--- config.mk ---
export PLATFORM = sky130hd
export DESIGN_NAME = mdio_master
export DESIGN_NICKNAME = d
export VERILOG_FILES = /design/src/rtl/mdio_master.sv
export SDC_FILE = /design/constraint.sdc
export NUM_CORES = 1
export LEC_CHECK = 0
export ABC_AREA = 1
export BUFFER_PORTS_ARGS = -buffer_cell sky130_fd_sc_hd__clkbuf_2
export CAP_MARGIN = 5
export CORE_MARGIN = 1
export CORE_UTILIZATION = 55
export CTS_CLUSTER_DIAMETER = 120
export DETAILED_ROUTE_END_ITERATION = 16
export GPL_TIMING_DRIVEN = 1
export PLACE_DENSITY = 0.86
export SYNTH_ARGS = -nofsm -noshare
export SYNTH_HDL_FRONTEND = slang
export SYNTH_SLANG_ARGS = --single-unit
--- constraint.sdc ---
create_clock -name msoc_clk -period 2.42 [get_ports msoc_clk]
set_input_delay 0.484 -clock msoc_clk [delete_from_list [all_inputs] [get_ports msoc_clk]]
set_output_delay 0.484 -clock msoc_clk [all_outputs]
set_load 0.005 [all_outputs]
--- src/rtl/mdio_master.sv ---
// Clause 22 MDIO management master. It takes one read or write command at a
// time, serialises the frame onto the MDIO pads, and returns the read data
// together with a no-PHY flag.
`timescale 1ns/1ps
module mdio_master #(
  parameter int unsigned CLK_DIV     = 25,   // msoc_clk cycles per MDC half-period (2..255)
  parameter bit          PREAMBLE_EN = 1'b1  // 1 = send the 32-bit all-ones preamble
) (
  input  logic        msoc_clk,
  input  logic        rst_int,
  input  logic        cmd_valid,
  output logic        cmd_ready,
  input  logic        cmd_write,
  input  logic [4:0]  cmd_phy_addr,
  input  logic [4:0]  cmd_reg_addr,
  input  logic [15:0] cmd_wdata,
  output logic        rsp_valid,
  output logic [15:0] rsp_rdata,
  output logic        rsp_err,
  output logic        busy,
  input  logic        phy_mdio_i,
  output logic        phy_mdio_o,
  output logic        phy_mdio_oen,
  output logic        phy_mdc
);

  typedef enum logic [2:0] {
    ST_IDLE = 3'd0,
    ST_PRE  = 3'd1,
    ST_HDR  = 3'd2,
    ST_TA   = 3'd3,
    ST_DATA = 3'd4,
    ST_END  = 3'd5
  } state_t;

  // Last count of one MDC half-period.
  localparam logic [7:0] DIV_LAST = 8'(CLK_DIV - 1);

  state_t      state_r;
  logic [7:0]  div_r;        // cycles elapsed in the current MDC half-period
  logic [5:0]  bit_cnt_r;    // bit index inside the current frame field
  logic        write_r;      // captured command direction
  logic [13:0] hdr_sr_r;     // ST, OP, PHYAD, REGAD; MSB goes out first
  logic [15:0] data_sr_r;    // write data out, or read data shifted in
  logic        ta_err_r;     // second turnaround sample of a read
  logic        mdc_r;
  logic        mdio_o_r;
  logic        mdio_oen_r;
  logic        cmd_ready_r;
  logic        busy_r;
  logic        rsp_valid_r;
  logic [15:0] rsp_rdata_r;
  logic        rsp_err_r;

  logic        half_done_s;

  // A half-period ends on the last divider count; MDC toggles on the next edge.
  always_comb begin
    half_done_s = (div_r == DIV_LAST);
  end

  // Frame sequencer: divider, MDC generation, pad drive, sampling and response.
  always_ff @(posedge msoc_clk) begin
    if (rst_int) begin
      state_r     <= ST_IDLE;
      div_r       <= 8'd0;
      bit_cnt_r   <= 6'd0;
      write_r     <= 1'b0;
      hdr_sr_r    <= 14'd0;
      data_sr_r   <= 16'd0;
      ta_err_r    <= 1'b0;
      mdc_r       <= 1'b0;
      mdio_o_r    <= 1'b0;
      mdio_oen_r  <= 1'b0;
      cmd_ready_r <= 1'b1;
      busy_r      <= 1'b0;
      rsp_valid_r <= 1'b0;
      rsp_rdata_r <= 16'd0;
      rsp_err_r   <= 1'b0;
    end else begin
      rsp_valid_r <= 1'b0;
      case (state_r)
        ST_IDLE: begin
          mdc_r <= 1'b0;
          div_r <= 8'd0;
          if (cmd_valid && cmd_ready_r) begin
            // Capture the whole command now; later input changes are ignored.
            write_r     <= cmd_write;
            hdr_sr_r    <= {2'b01, (cmd_write ? 2'b01 : 2'b10), cmd_phy_addr, cmd_reg_addr};
            data_sr_r   <= cmd_wdata;
            bit_cnt_r   <= 6'd0;
            busy_r      <= 1'b1;
            cmd_ready_r <= 1'b0;
            mdio_oen_r  <= 1'b1;
            if (PREAMBLE_EN) begin
              state_r  <= ST_PRE;
              mdio_o_r <= 1'b1;
            end else begin
              // First header bit is the leading 0 of the start code.
              state_r  <= ST_HDR;
              mdio_o_r <= 1'b0;
            end
          end else begin
            busy_r <= 1'b0;
          end
        end

        ST_PRE, ST_HDR, ST_TA, ST_DATA, ST_END: begin
          if (!half_done_s) begin
            div_r <= div_r + 8'd1;
          end else if (!mdc_r) begin
            // MDC rising edge: the PHY's driven value is sampled here.
            div_r <= 8'd0;
            mdc_r <= 1'b1;
            if (!write_r && (state_r == ST_TA) && (bit_cnt_r == 6'd1)) begin
              ta_err_r <= phy_mdio_i;
            end else if (!write_r && (state_r == ST_DATA)) begin
              data_sr_r <= {data_sr_r[14:0], phy_mdio_i};
            end else begin
              ta_err_r <= ta_err_r;
            end
          end else begin
            // MDC falling edge: end of this bit, launch the next one.
            div_r <= 8'd0;
            mdc_r <= 1'b0;
            case (state_r)
              ST_PRE: begin
                if (bit_cnt_r == 6'd31) begin
                  state_r   <= ST_HDR;
                  bit_cnt_r <= 6'd0;
                  mdio_o_r  <= hdr_sr_r[13];
                end else begin
                  bit_cnt_r <= bit_cnt_r + 6'd1;
                  mdio_o_r  <= 1'b1;
                end
              end
              ST_HDR: begin
                if (bit_cnt_r == 6'd13) begin
                  // Turnaround: a write drives 1,0; a read releases the pad.
                  state_r    <= ST_TA;
                  bit_cnt_r  <= 6'd0;
                  mdio_o_r   <= write_r;
                  mdio_oen_r <= write_r;
                end else begin
                  bit_cnt_r <= bit_cnt_r + 6'd1;
                  hdr_sr_r  <= {hdr_sr_r[12:0], 1'b0};
                  mdio_o_r  <= hdr_sr_r[12];
                end
              end
              ST_TA: begin
                if (bit_cnt_r == 6'd1) begin
                  state_r    <= ST_DATA;
                  bit_cnt_r  <= 6'd0;
                  mdio_o_r   <= write_r & data_sr_r[15];
                  mdio_oen_r <= write_r;
                end else begin
                  bit_cnt_r <= 6'd1;
                  mdio_o_r  <= 1'b0;
                end
              end
              ST_DATA: begin
                if (bit_cnt_r == 6'd15) begin
                  // Release bit before returning to idle.
                  state_r    <= ST_END;
                  bit_cnt_r  <= 6'd0;
                  mdio_o_r   <= 1'b0;
                  mdio_oen_r <= 1'b0;
                end else if (write_r) begin
                  bit_cnt_r <= bit_cnt_r + 6'd1;
                  data_sr_r <= {data_sr_r[14:0], 1'b0};
                  mdio_o_r  <= data_sr_r[14];
                end else begin
                  bit_cnt_r <= bit_cnt_r + 6'd1;
                  mdio_o_r  <= 1'b0;
                end
              end
              ST_END: begin
                // busy stays high through the response cycle; IDLE clears it.
                state_r     <= ST_IDLE;
                rsp_valid_r <= 1'b1;
                rsp_rdata_r <= write_r ? 16'd0 : data_sr_r;
                rsp_err_r   <= write_r ? 1'b0 : ta_err_r;
                cmd_ready_r <= 1'b1;
                mdio_o_r    <= 1'b0;
                mdio_oen_r  <= 1'b0;
              end
              default: begin
                state_r     <= ST_IDLE;
                cmd_ready_r <= 1'b1;
                mdio_o_r    <= 1'b0;
                mdio_oen_r  <= 1'b0;
              end
            endcase
          end
        end

        default: begin
          // Unreachable encoding: return quietly to idle with pads released.
          state_r     <= ST_IDLE;
          div_r       <= 8'd0;
          bit_cnt_r   <= 6'd0;
          mdc_r       <= 1'b0;
          mdio_o_r    <= 1'b0;
          mdio_oen_r  <= 1'b0;
          cmd_ready_r <= 1'b1;
          busy_r      <= 1'b0;
        end
      endcase
    end
  end

  assign cmd_ready    = cmd_ready_r;
  assign busy         = busy_r;
  assign rsp_valid    = rsp_valid_r;
  assign rsp_rdata    = rsp_rdata_r;
  assign rsp_err      = rsp_err_r;
  assign phy_mdc      = mdc_r;
  assign phy_mdio_o   = mdio_o_r;
  assign phy_mdio_oen = mdio_oen_r;

endmodule

-- Word-level counts from Yosys, hierarchy flattened
Cells that the tools add are included.
- add/subtract/negate cells: 2
- eq/ne operators: 27
- multiplexer cells: 62
- bitwise operators: 4
- reductions and logical operators: 22
- operator list (cell ; number):
    $mux 16 ; 9
    $mux 14 ; 5
    $mux 6 ; 6
    $pmux 16 s2 ; 1
    $pmux 14 s2 ; 1
    $ne 3x3->1 const B ; 9
    $pmux 6 s4 ; 1
    $mux 1 ; 22
    $mux 3 ; 7
    $reduce_and 4->1 ; 4
    $ne 2x2->1 const B ; 7
    $reduce_and 7->1 ; 2
    $eq 6x4->1 const B ; 2
    $pmux 3 s4 ; 1
    $pmux 6 s2 ; 1
    $add 8x1->8 const B ; 1
    $eq 8x5->1 const B ; 1
    $pmux 1 s2 ; 4
    $pmux 1 s4 ; 2
    $reduce_and 8->1 ; 1
    $reduce_or 4->1 ; 2
    $add 6x1->6 const B ; 1
    $eq 3x2->1 const B ; 2
    $eq 3x3->1 const B ; 2
    other kinds (18) ; 23
- flip-flop bits (word level): 72
- input port bits: 31
- output and inout port bits: 23
- logic and storage cells: 132

-- Longest topological paths before layout
- depth after elaboration: 7
- gate-level depth with buffers: 12

-- Least setup slack after synthesis
No wires, ideal clock.
- path kind: reg-to-reg
- start: register div_r[0]
- end: register hdr_sr_r[1]
- library setup time: 0.113 ns
- arrival: 1.601 ns
- data required time: 2.307 ns
- path slack: 0.706 ns
- stages on the path, launching flop included: 12
- buffers on the path: 1
- period minus slack after synthesis: 1.714 ns
- cells stage by stage: dfxtp_1 > inv_1 > ha_1 > nor3b_2 > nand3_1 > nand2_2 > nand2_4 > nor2_8 > inv_2 > buf_2 > nor2_1 > nor2_1
- cells in the longest elaborated chain, start to end: 3
- RTL lines (what ; RTL line ; text):
    start, declared ; 40 ; logic [7:0] div_r;
    start signal, assigned ; 110 ; div_r <= div_r + 8'd1;
    $eq 8x5->1 ; 59 ; half_done_s = (div_r == DIV_LAST);
    $ne 2x2->1 (no line) ; n/a ;
    $reduce_and 6->1 (no line) ; n/a ;
    end signal, assigned ; 89 ; hdr_sr_r <= {2'b01, (cmd_write ? 2'b01 : 2'b10), cmd_phy_addr, cmd_reg_addr};
    end signal, assigned ; 146 ; hdr_sr_r <= {hdr_sr_r[12:0], 1'b0};
    end, declared ; 43 ; logic [13:0] hdr_sr_r;
No other way between the ends.
A chain may end at the register's enable or synchronous reset.

-- Worst setup path after layout
- start: register state_r[2]
- end: register hdr_sr_r[6]
- cells in the longest elaborated chain, start to end: 4
- RTL lines (what ; RTL line ; text):
    start, declared ; 39 ; state_t state_r;
    start signal, assigned ; 65 ; state_r <= ST_IDLE;
    start signal, assigned ; 96 ; state_r <= ST_PRE;
    start signal, assigned ; 100 ; state_r <= ST_HDR;
    $eq 3x2->1 (tied with other cells) ; 82 ; case (state_r)
    $reduce_or 5->1 ; 82 ;
    $ne 2x2->1 (no line) or $reduce_bool 2->1 (tied branches) ; n/a ;
    $reduce_and 6->1 (no line) ; n/a ;
Parallel ways exist; a longest one is shown, timed or not.

==> results.json <==
{
  "cp-end-kind": "flop",
  "port_buffers": 53,
  "cp-start-kind": "flop",
  "finalSetupTns_ps": 0,
  "synth_ff_type": "dfxtp_1",
  "max_slew_margin_pct": 63.3,
  "crit_family": "simple AND/OR/NAND/NOR gates",
  "post_drt_wl_per_cell_um": 12.9,
  "drv_cap": 0,
  "hold_buffers": 0,
  "arrival_ps": 2390,
  "place_congestion": 0.919,
  "p_per_area_mw_per_mm2": 1170,
  "synth.avg_cell_area_sq_um": 6.60,
  "crit_slowest_cell": "dfxtp_1",
  "synth_edf_count": 0,
  "slowest_delay_ps": 470,
  "netlist.area_leader.share_pct": 39.5,
  "synth.most_common_cell": "nand2_1",
  "synth_top_area_cell": "dfxtp_1",
  "wirelength_mm": 8.80,
  "p_leak_nw": 2.07,
  "cts_max_level": 3,
  "crit_type": "flop to flop",
  "ys_seq_elements": 72,
  "vias_per_cell": 5.39,
  "rows": 29,
  "core_sq_mm": 0.00639,
  "slew_violations": 0,
  "cts_tree": "done",
  "clkLatencyLatePin_ps": 360,
  "dieArea_sq_mm": 0.00697,
  "place_inst": 665,
  "p_total_mw": 4.85,
  "start_util_pct": 57.2,
  "worstPathMaxFanout": 22,
  "async_flop_share_pct": 0,
  "drc": 0,
  "synth_sequential_area_ratio_pct": 39.5,
  "synth_common_cells": "nand2_1, nand3_1, nor2_1",
  "netlist_instances": 553,
  "ys_top_cells_by_area": "dfxtp_1, nand2_1, nand3_1",
  "syn_area_sq_mm": 0.00365,
  "outcome": "complete, no violations",
  "stdcell_count": 681,
  "numCtsBuffers": 9,
  "dr_total_vias": 3671,
  "cp_num_buf_inv": 2,
  "postCtsResizedCells": 0,
  "min_period_ps": 2140,
  "n_antenna_cell": 0,
  "die_h_um": 83.5,
  "max_freq_mhz": 467,
  "cts_max_path_buffers": 2,
  "finalSetupViolCount": 0,
  "grt_pass1_wl_mm": 14.7,
  "hpwl_mm": 6.22,
  "clkTransAtPathRegs_ps": 80,
  "drive_above_1_share_pct": 16.1,
  "overflow": 0,
  "synth_nets": 588,
  "finish.utilization_pct": 64.8,
  "first_iter_violations": 271,
  "area_growth_pct": 13.3,
  "synth_warnings": 0,
  "holdWs_ps": 389,
  "clock_sinks": 72,
  "grt_max_degree": 35,
  "grt_pass1_vias": 3202,
  "groute.usage.overall_pct": 26.0,
  "fin_nets": 634,
  "peakVddDrop_mv": 0.680,
  "skew_ps": 13.4,
  "worstPathCellList": "inv_2, nand3_1, nand2_2, nor2_4, nand2_4, nand2_2, nand2_4, nor2_8, inv_2, nor2_1, nor2_1",
  "worstMarginPinSlew_ps": 547,
  "regToRegSetupSlack_ps": 280,
  "cp.required_ps": 2670,
  "synth_cell_types": 32,
  "cts-root-buf": "clkbuf_8",
  "min_path_type": "input port to flop",
  "ant_nets": 0,
  "antenna_found_initial": 0,
  "num_io_pins": 54,
  "rsz0062_at_grt": "false",
  "fp.dieW_um": 83.5,
  "hold_viol": 0,
  "post-route-period-util_pct": 88.5,
  "cts_setup_buffers": 0,
  "dr.pass1.iters": 6
}
layout make-up:
cell class	count	area, sq um
clock buffer	9	124
inverter	52	195
multi-input combinational	402	1890
sequential	72	1440
fill	587	2250
tap	77	96.3
clock inverter	7	61.3
timing repair buffer	62	333
placed cells by master (no fill, tap or decap), types with 4 or more instances in the layout:
cell / count
buf_4: 9
ha_1: 4
dfxtp_1: 72
clkbuf_8: 9
inv_1: 47
nor2_1: 76
nand2_1: 148
clkbuf_2: 53
nand3_1: 90
inv_2: 5
nand4_1: 4
a21oi_1: 26
o21ai_1: 13
xor2_1: 4
o21ai_0: 13
layer usage:
| layer | vias to the layer above | track usage (%) | share of wire [%] |
|---|---|---|---|
| met3 | 12 | 5.44 | 6.6 |
| met5 | - | 0 | 0 |
| met2 | 133 | 40.5 | 46 |
| met4 | 0 | 8.32 | 1.3 |
| li1 | 1860 | - | - |
| met1 | 1666 | 36.3 | 46 |
worst reg2reg max path: stages (launching register included):
cell,delay [ps]
dfxtp_1,470
inv_2,80
nand3_1,160
nand2_2,140
nor2_4,150
nand2_4,170
nand2_2,200
nand2_4,100
nor2_8,250
inv_2,160
nor2_1,120
nor2_1,60
sequential cells by signal, indices dropped and copies added (netlist names):
name,flops
write_r,1
hdr_sr_r,14
cmd_ready,1
rsp_valid,1
bit_cnt_r,6
phy_mdio_o,1
rsp_err,1
phy_mdc,1
data_sr_r,16
busy,1
div_r,8
state_r,3
rsp_rdata,16
ta_err_r,1
phy_mdio_oen,1
power breakdown:
part           total, mW  internal, mW  switching, mW
combinational       2.34         0.780           1.56
clock              0.909         0.391          0.518
sequential          1.60          1.42          0.186
kinds of logic (layout without fill, tap and decap cells):
logic type | count (synthesis) | after routing | share of synthesized area, %
compound gates | 56 | 56 | 7.95
xor+xnor | 6 | 6 | 1.44
fa+ha+maj | 4 | 4 | 1.37
buf+inv | 79 | 130 | 8.88
flops | 72 | 72 | 39.5
simple gates | 336 | 336 | 40.9
metrics by stage:
stage | cell area, sq um | setup WS, ps
finish | 4140 | 278
global route | 4140 | 112
CTS | 4140 | 312
detailed placement | 3950 | 328
global placement | 3950 | 357
floorplan | 3650 | 706
path summary, 6_finish.rpt:
path,from,endpoint,cells after the start
max,state_r[2]$_SDFFE_PP0P_,hdr_sr_r[6]$_SDFFE_PP0P_,11
min reg2reg,ta_err_r$_SDFFE_PP0P_,ta_err_r$_SDFFE_PP0P_,2
max reg2reg,state_r[2]$_SDFFE_PP0P_,hdr_sr_r[6]$_SDFFE_PP0P_,11
min,cmd_reg_addr[0],hdr_sr_r[0]$_SDFFE_PP0P_,3
(Power assumes the default switching activity.)
